==> src/rtl/nand_rd_capture.sv <==
`default_nettype none
// ============================================================================
// Module  : nand_rd_capture
// Purpose : Captures DQ rise/fall pairs after the read latency, packs them into
//           words and buffers them in a FIFO with a valid/ready output side.
//           Define NAND_RD_XSUM_EN to add the rd_xsum burst checksum port.
// Rev     : 1.0  initial release
// ============================================================================
module nand_rd_capture #(
    parameter int DQ_WIDTH   = 8,
    parameter int RD_LATENCY = 4,
    parameter int FIFO_DEPTH = 16,
    parameter int CNT_WIDTH  = 16
) (
    input  logic                  clk0,
    input  logic                  rst0,
    input  logic                  rd_start,
    input  logic [CNT_WIDTH-1:0]  rd_len,
    input  logic [DQ_WIDTH-1:0]   dq_rd_rise,
    input  logic [DQ_WIDTH-1:0]   dq_rd_fall,
    output logic                  rd_busy,
    output logic                  rd_done,
    output logic [2*DQ_WIDTH-1:0] rdata,
    output logic                  rdata_valid,
    input  logic                  rdata_ready,
    output logic                  overflow
`ifdef NAND_RD_XSUM_EN
    ,
    output logic [2*DQ_WIDTH-1:0] rd_xsum
`endif
);

    localparam int                   c_AW       = $clog2(FIFO_DEPTH);
    localparam int                   c_WW       = 2 * DQ_WIDTH;
    localparam logic [3:0]           c_LAT_INIT = 4'(RD_LATENCY - 1);
    localparam logic [CNT_WIDTH-1:0] c_CNT_ONE  = CNT_WIDTH'(1);
    localparam logic [c_AW:0]        c_PTR_ONE  = (c_AW + 1)'(1);

    typedef enum logic [1:0] {
        S_IDLE = 2'd0,
        S_WAIT = 2'd1,
        S_CAPT = 2'd2,
        S_DONE = 2'd3
    } state_t;

    state_t                r_state;
    state_t                w_state_nxt;
    logic [3:0]            r_lat_cnt;
    logic [CNT_WIDTH-1:0]  r_word_cnt;
    logic [c_AW:0]         r_wptr;
    logic [c_AW:0]         r_rptr;
    logic [c_WW-1:0]       r_mem [FIFO_DEPTH];
    logic                  r_overflow;

    logic                  w_start_ok;
    logic                  w_push;
    logic                  w_pop;
    logic                  w_full;
    logic                  w_empty;
    logic                  w_wr_en;
    logic [c_WW-1:0]       w_word;

    assign w_start_ok = rd_start && (r_state == S_IDLE);
    assign w_push     = (r_state == S_CAPT);
    assign w_word     = {dq_rd_fall, dq_rd_rise};
    assign w_empty    = (r_wptr == r_rptr);
    assign w_full     = (r_wptr[c_AW] != r_rptr[c_AW]) &&
                        (r_wptr[c_AW-1:0] == r_rptr[c_AW-1:0]);
    assign w_pop      = !w_empty && rdata_ready;
    // A full FIFO still accepts a push when the head leaves in the same cycle.
    assign w_wr_en    = w_push && (!w_full || w_pop);

    always_ff @(posedge clk0) begin
        if (rst0) begin
            r_state <= S_IDLE;
        end else begin
            r_state <= w_state_nxt;
        end
    end

    always_comb begin
        w_state_nxt = r_state;
        case (r_state)
            S_IDLE: begin
                if (rd_start) begin
                    if (rd_len == '0)
                        w_state_nxt = S_DONE;
                    else if (RD_LATENCY == 1)
                        w_state_nxt = S_CAPT;
                    else
                        w_state_nxt = S_WAIT;
                end
            end
            S_WAIT: begin
                if (r_lat_cnt <= 4'd1)
                    w_state_nxt = S_CAPT;
            end
            S_CAPT: begin
                if (r_word_cnt == c_CNT_ONE)
                    w_state_nxt = S_DONE;
            end
            S_DONE: begin
                w_state_nxt = S_IDLE;
            end
            default: begin
                w_state_nxt = S_IDLE;
            end
        endcase
    end

    always_ff @(posedge clk0) begin
        if (rst0) begin
            r_lat_cnt  <= '0;
            r_word_cnt <= '0;
        end else if (w_start_ok) begin
            r_lat_cnt  <= c_LAT_INIT;
            r_word_cnt <= rd_len;
        end else begin
            if (r_state == S_WAIT)
                r_lat_cnt <= r_lat_cnt - 4'd1;
            // Dropped words still count toward the burst length.
            if (w_push)
                r_word_cnt <= r_word_cnt - c_CNT_ONE;
        end
    end

    always_ff @(posedge clk0) begin
        if (w_wr_en)
            r_mem[r_wptr[c_AW-1:0]] <= w_word;
    end

    always_ff @(posedge clk0) begin
        if (rst0) begin
            r_wptr     <= '0;
            r_rptr     <= '0;
            r_overflow <= 1'b0;
        end else begin
            if (w_wr_en)
                r_wptr <= r_wptr + c_PTR_ONE;
            if (w_pop)
                r_rptr <= r_rptr + c_PTR_ONE;
            if (w_start_ok)
                r_overflow <= 1'b0;
            else if (w_push && w_full && !w_pop)
                r_overflow <= 1'b1;
        end
    end

`ifdef NAND_RD_XSUM_EN
    logic [c_WW-1:0] r_xsum;

    always_ff @(posedge clk0) begin
        if (rst0)
            r_xsum <= '0;
        else if (w_start_ok)
            r_xsum <= '0;
        else if (w_push)
            r_xsum <= r_xsum ^ w_word;
    end

    assign rd_xsum = r_xsum;
`endif

    assign rd_busy     = (r_state != S_IDLE);
    assign rd_done     = (r_state == S_DONE);
    assign rdata_valid = !w_empty;
    assign rdata       = w_empty ? '0 : r_mem[r_rptr[c_AW-1:0]];
    assign overflow    = r_overflow;

endmodule
`default_nettype wire

==> config.mk <==
export PLATFORM = sky130hd
export DESIGN_NAME = nand_rd_capture
export DESIGN_NICKNAME = d
export VERILOG_FILES = /design/src/rtl/nand_rd_capture.sv
export SDC_FILE = /design/constraint.sdc
export NUM_CORES = 1
export LEC_CHECK = 0
export CORE_MARGIN = 3
export CORE_UTILIZATION = 30
export CTS_CLUSTER_DIAMETER = 50
export DETAILED_ROUTE_END_ITERATION = 10
export GPL_ROUTABILITY_DRIVEN = 0
export GPL_TIMING_DRIVEN = 0
export PLACE_DENSITY = 0.55
export SYNTH_ARGS = -nofsm -noshare
export SYNTH_HDL_FRONTEND = slang
export SYNTH_SLANG_ARGS = --single-unit
==> constraint.sdc <==
create_clock -name clk0 -period 6.05 [get_ports clk0]
set_input_delay 1.21 -clock clk0 [delete_from_list [all_inputs] [get_ports clk0]]
set_output_delay 1.21 -clock clk0 [all_outputs]
set_load 0.02 [all_outputs]
==> results.py <==
metrics = {
    "run_status": {
        "status": "finished clean",
    },
    "route": {
        "number_of_search_and_repair_iterations_in_the_first_detailed_routing_pass": 4,
        "drt-initial-drc-count": 441,
        "postRouteAntennaNets": 0,
        "drt_wl_total_um": 27100,
        "post_drt_via_cell_ratio": 4.77,
        "post-route-drc-count": 0,
        "dr_total_vias": 6120,
        "post_drt_wl_per_cell_um": 21.2,
    },
    "global_route": {
        "globalRouteOverflowTotal": 0,
        "number_of_antenna_violations_at_the_first_check_in_global_routing": 0,
        "largest_net_degree_at_the_start_of_global_routing": 18,
        "first_global_vias": 6510,
        "track_usage_pct": 13.2,
        "grt_pass1_wl_um": 41100,
    },
    "logic_synthesis": {
        "seq_area_frac_synth_pct": 71.0,
        "netlist-cell-type-count": 47,
        "synth-async-reset-ratio_pct": 0,
        "synthCells": 647,
        "synth_warnings": 0,
        "synth.net_count": 697,
        "synth_enable_flop_cells": 256,
        "dominantRegCellSynth": "sky130_fd_sc_hd__edfxtp_1",
        "seq_cells_post_synth": 293,
        "netlist_area_mm2": 0.0119,
        "synth.avg_cell_area_um2": 18.3,
    },
    "clocking": {
        "clk_pin_slew_worst_paths_ns": 0.06,
        "hold_buffers": 0,
        "htree_num_levels": 2,
        "cts_root_buffer": "sky130_fd_sc_hd__clkbuf_16",
        "clk_path_buf_depth": 3,
        "total_cts_buffers": 35,
        "postCtsSetupBuffers": 0,
        "post_cts_resized": 0,
        "clock_insertion_delay_worst_skew_ns": 0.52,
        "cts.sinks": 293,
        "clock_tree_from_tritoncts": "yes",
    },
    "timing": {
        "final-hold-violation-count": 0,
        "maxSlewHeadroom_pct": 17.9,
        "finalWorstPathRequiredPeriod_ns": 4.76,
        "timing.final.crit_share_pct": 78.6,
        "timing.setup.tns_ns": 0,
        "timing.fmax_ghz": 0.210,
        "maxSlewViolCount": 0,
        "worst_clock_skew_ns": 0.0261,
        "setup_viol": 0,
        "tightestPinTransition_ns": 1.23,
        "rsz_0062_raised_after_global_routing": "false",
    },
    "floorplanning": {
        "total_number_of_placement_rows": 72,
        "initial_core_util_pct": 30.6,
        "die_w_um": 205,
        "die_area_mm2": 0.0420,
        "die_height_um": 205,
        "placeableCoreArea_mm2": 0.0388,
        "design.portCount": 56,
    },
    "worst_setup_path": {
        "worst_ep_required_time_ns": 4.84,
        "critical_path_arrival_ns": 3.55,
        "timing.critical_path.slowest_cell_delay_ns": 0.73,
        "critical-path-slowest-cell": "sky130_fd_sc_hd__clkdlybuf4s50_1",
        "crit_path_start_kind": "flip-flop",
        "path_max_fanout": 10,
        "critical_path_class": "reg2out",
        "cp.depth": 6,
        "worstReg2RegStart": "r_wptr[2]",
        "crit-reg2reg-capture": "r_mem[12][1]",
        "kind_of_cell_adding_the_most_delay_to_the_critical_path": "buffers and inverters",
        "regToRegSetupSlack_ns": 3.10,
        "critical_path.n_buffers_inverters": 3,
        "ff2ff_path_depth": 7,
        "endpoint": "rdata[3]",
        "end_kind": "primary output",
        "timing.critical_path.cells": "buf_2 -> clkbuf_1 -> mux4_2 -> mux2i_1 -> a211oi_1 -> clkdlybuf4s50_1",
    },
    "run": {
        "max-cap-violations": 0,
    },
    "final_layout": {
        "n_antenna_cell": 0,
        "postLayoutCellArea_mm2": 0.0142,
        "final_net_count": 790,
        "post_route_cells_drive_above_1_share_pct": 18.6,
        "areaGrowthSynthToFinish_pct": 19.6,
    },
    "power_and_ir_drop": {
        "leakage_nw": 4.41,
        "power-per-cell-area_mw_per_mm2": 403,
        "vdd_ir_drop_max_uv": 221,
    },
    "place": {
        "detailed_place_hpwl_um": 17100,
        "post_dp_cell_area_mm2": 0.0131,
        "placement.io_buffers": 54,
    },
    "worst_hold_path": {
        "hold_path_class": "reg2reg",
    },
}
## cells in the final DEF, fill, tap and decap left out, drive strengths merged, types with 3 or more instances in the layout
cell type | synthesis | routed
nor2b | 20 | 20
a21oi | 7 | 7
clkbuf | 18 | 60
mux4 | 64 | 64
nand2 | 9 | 9
a211oi | 46 | 46
dfxtp | 37 | 37
nor4 | 5 | 5
xor2 | 11 | 11
and3 | 14 | 14
clkdlybuf4s50 | 0 | 54
nand3 | 3 | 3
xnor2 | 17 | 17
o211ai | 3 | 3
a311oi | 3 | 3
buf | 17 | 19
inv | 11 | 14
nor2 | 35 | 35
nor3 | 9 | 9
nand4 | 4 | 4
nor4b | 4 | 4
clkinv | 0 | 12
o21ai | 4 | 4
mux2i | 18 | 18
ha | 14 | 14
edfxtp | 256 | 256
## cell type report
| cell class | count | area (µm²) |
|---|---|---|
| fill | 3638 | 24600 |
| sequential | 293 | 8430 |
| multi-input combinational | 308 | 3230 |
| clock buffer | 42 | 923 |
| tap | 518 | 648 |
| timing repair buffer | 56 | 571 |
| buffer | 35 | 188 |
| clock inverter | 19 | 169 |
| inverter | 11 | 41.3 |
## routing by layer
metal | GRT usage, % | part of all wire, %
met3 | 2.45 | 4.8
met5 | 0 | 0
met2 | 21.4 | 48
met4 | 2.88 | 1.5
met1 | 18.5 | 46
## logic make-up (layout without fill, tap and decap cells)
family | after synthesis | in the layout | synth area share, %
muxes | 82 | 82 | 13.7
and+or+nand+nor | 115 | 115 | 5.63
xor gates and xnor gates | 28 | 28 | 2.07
adders and majority gates | 14 | 14 | 1.48
AOI/OAI and AO/OA | 69 | 69 | 4.21
buffers and inverters | 46 | 163 | 1.93
DFF | 293 | 293 | 71.0
## through the flow
stage | instances | total power, mW | setup slack [ns] | util, % | hold WS (ns)
2_1_floorplan | 647 | 3.34 | 3.08 | - | 0.482
3_3_place_gp | 1219 | 3.80 | 1.32 | 33.6 | 0.506
3_5_place_dp | 1221 | 3.81 | 1.78 | 33.7 | 0.509
4_1_cts | 1282 | 5.80 | 1.22 | 36.6 | 0.516
5_1_grt | 1282 | 5.99 | 1.10 | 36.6 | 0.535
6_report | 1282 | 5.73 | 1.29 | 36.6 | 0.516
## worst reg2reg max path, cell delays in order (launching register included)
cell                       delay, ns
sky130_fd_sc_hd__dfxtp_1        0.29
sky130_fd_sc_hd__buf_2          0.16
sky130_fd_sc_hd__xnor2_1        0.15
sky130_fd_sc_hd__and4_1         0.20
sky130_fd_sc_hd__clkbuf_1       0.19
sky130_fd_sc_hd__a21oi_2        0.33
sky130_fd_sc_hd__buf_2          0.23
sky130_fd_sc_hd__and3_1         0.99
## registers in the layout, summed over array words and instances (netlist names), named ones only
name / count
r_state: 2
r_rptr: 5
r_lat_cnt: 4
r_word_cnt: 16
overflow: 1
r_mem: 256
r_wptr: 5
## Yosys cell counts (all sizes together), types with 14 or more instances
library cell	instances	area share (%)
nor2b	20	1.1
a211oi	46	2.9
mux4	64	12
edfxtp	256	65
nor2	35	1.1
buf	17	1.0
dfxtp	37	6.2
clkbuf	18	0.57
xnor2	17	1.3
ha	14	1.5
mux2i	18	1.5
and3	14	0.74
## worst min path at each step
stage | startpoint | endpoint | slack (ns) | depth (start not counted)
2_1_floorplan | r_word_cnt[10] | r_word_cnt[10] | 0.48 | 2
3_3_place_gp | r_word_cnt[15] | r_word_cnt[15] | 0.51 | 2
3_5_place_dp | r_word_cnt[15] | r_word_cnt[15] | 0.51 | 2
4_1_cts | r_word_cnt[15] | r_word_cnt[15] | 0.52 | 2
5_1_grt | r_word_cnt[15] | r_word_cnt[15] | 0.53 | 2
6_report | r_word_cnt[15] | r_word_cnt[15] | 0.52 | 2
## report_power, final
group,leakage (nW),internal [mW],switching [mW]
combinational,1.27,0.644,0.727
clock,0.529,1.18,0.802
sequential,2.61,2.30,0.0761
(Power assumes the default switching activity.)
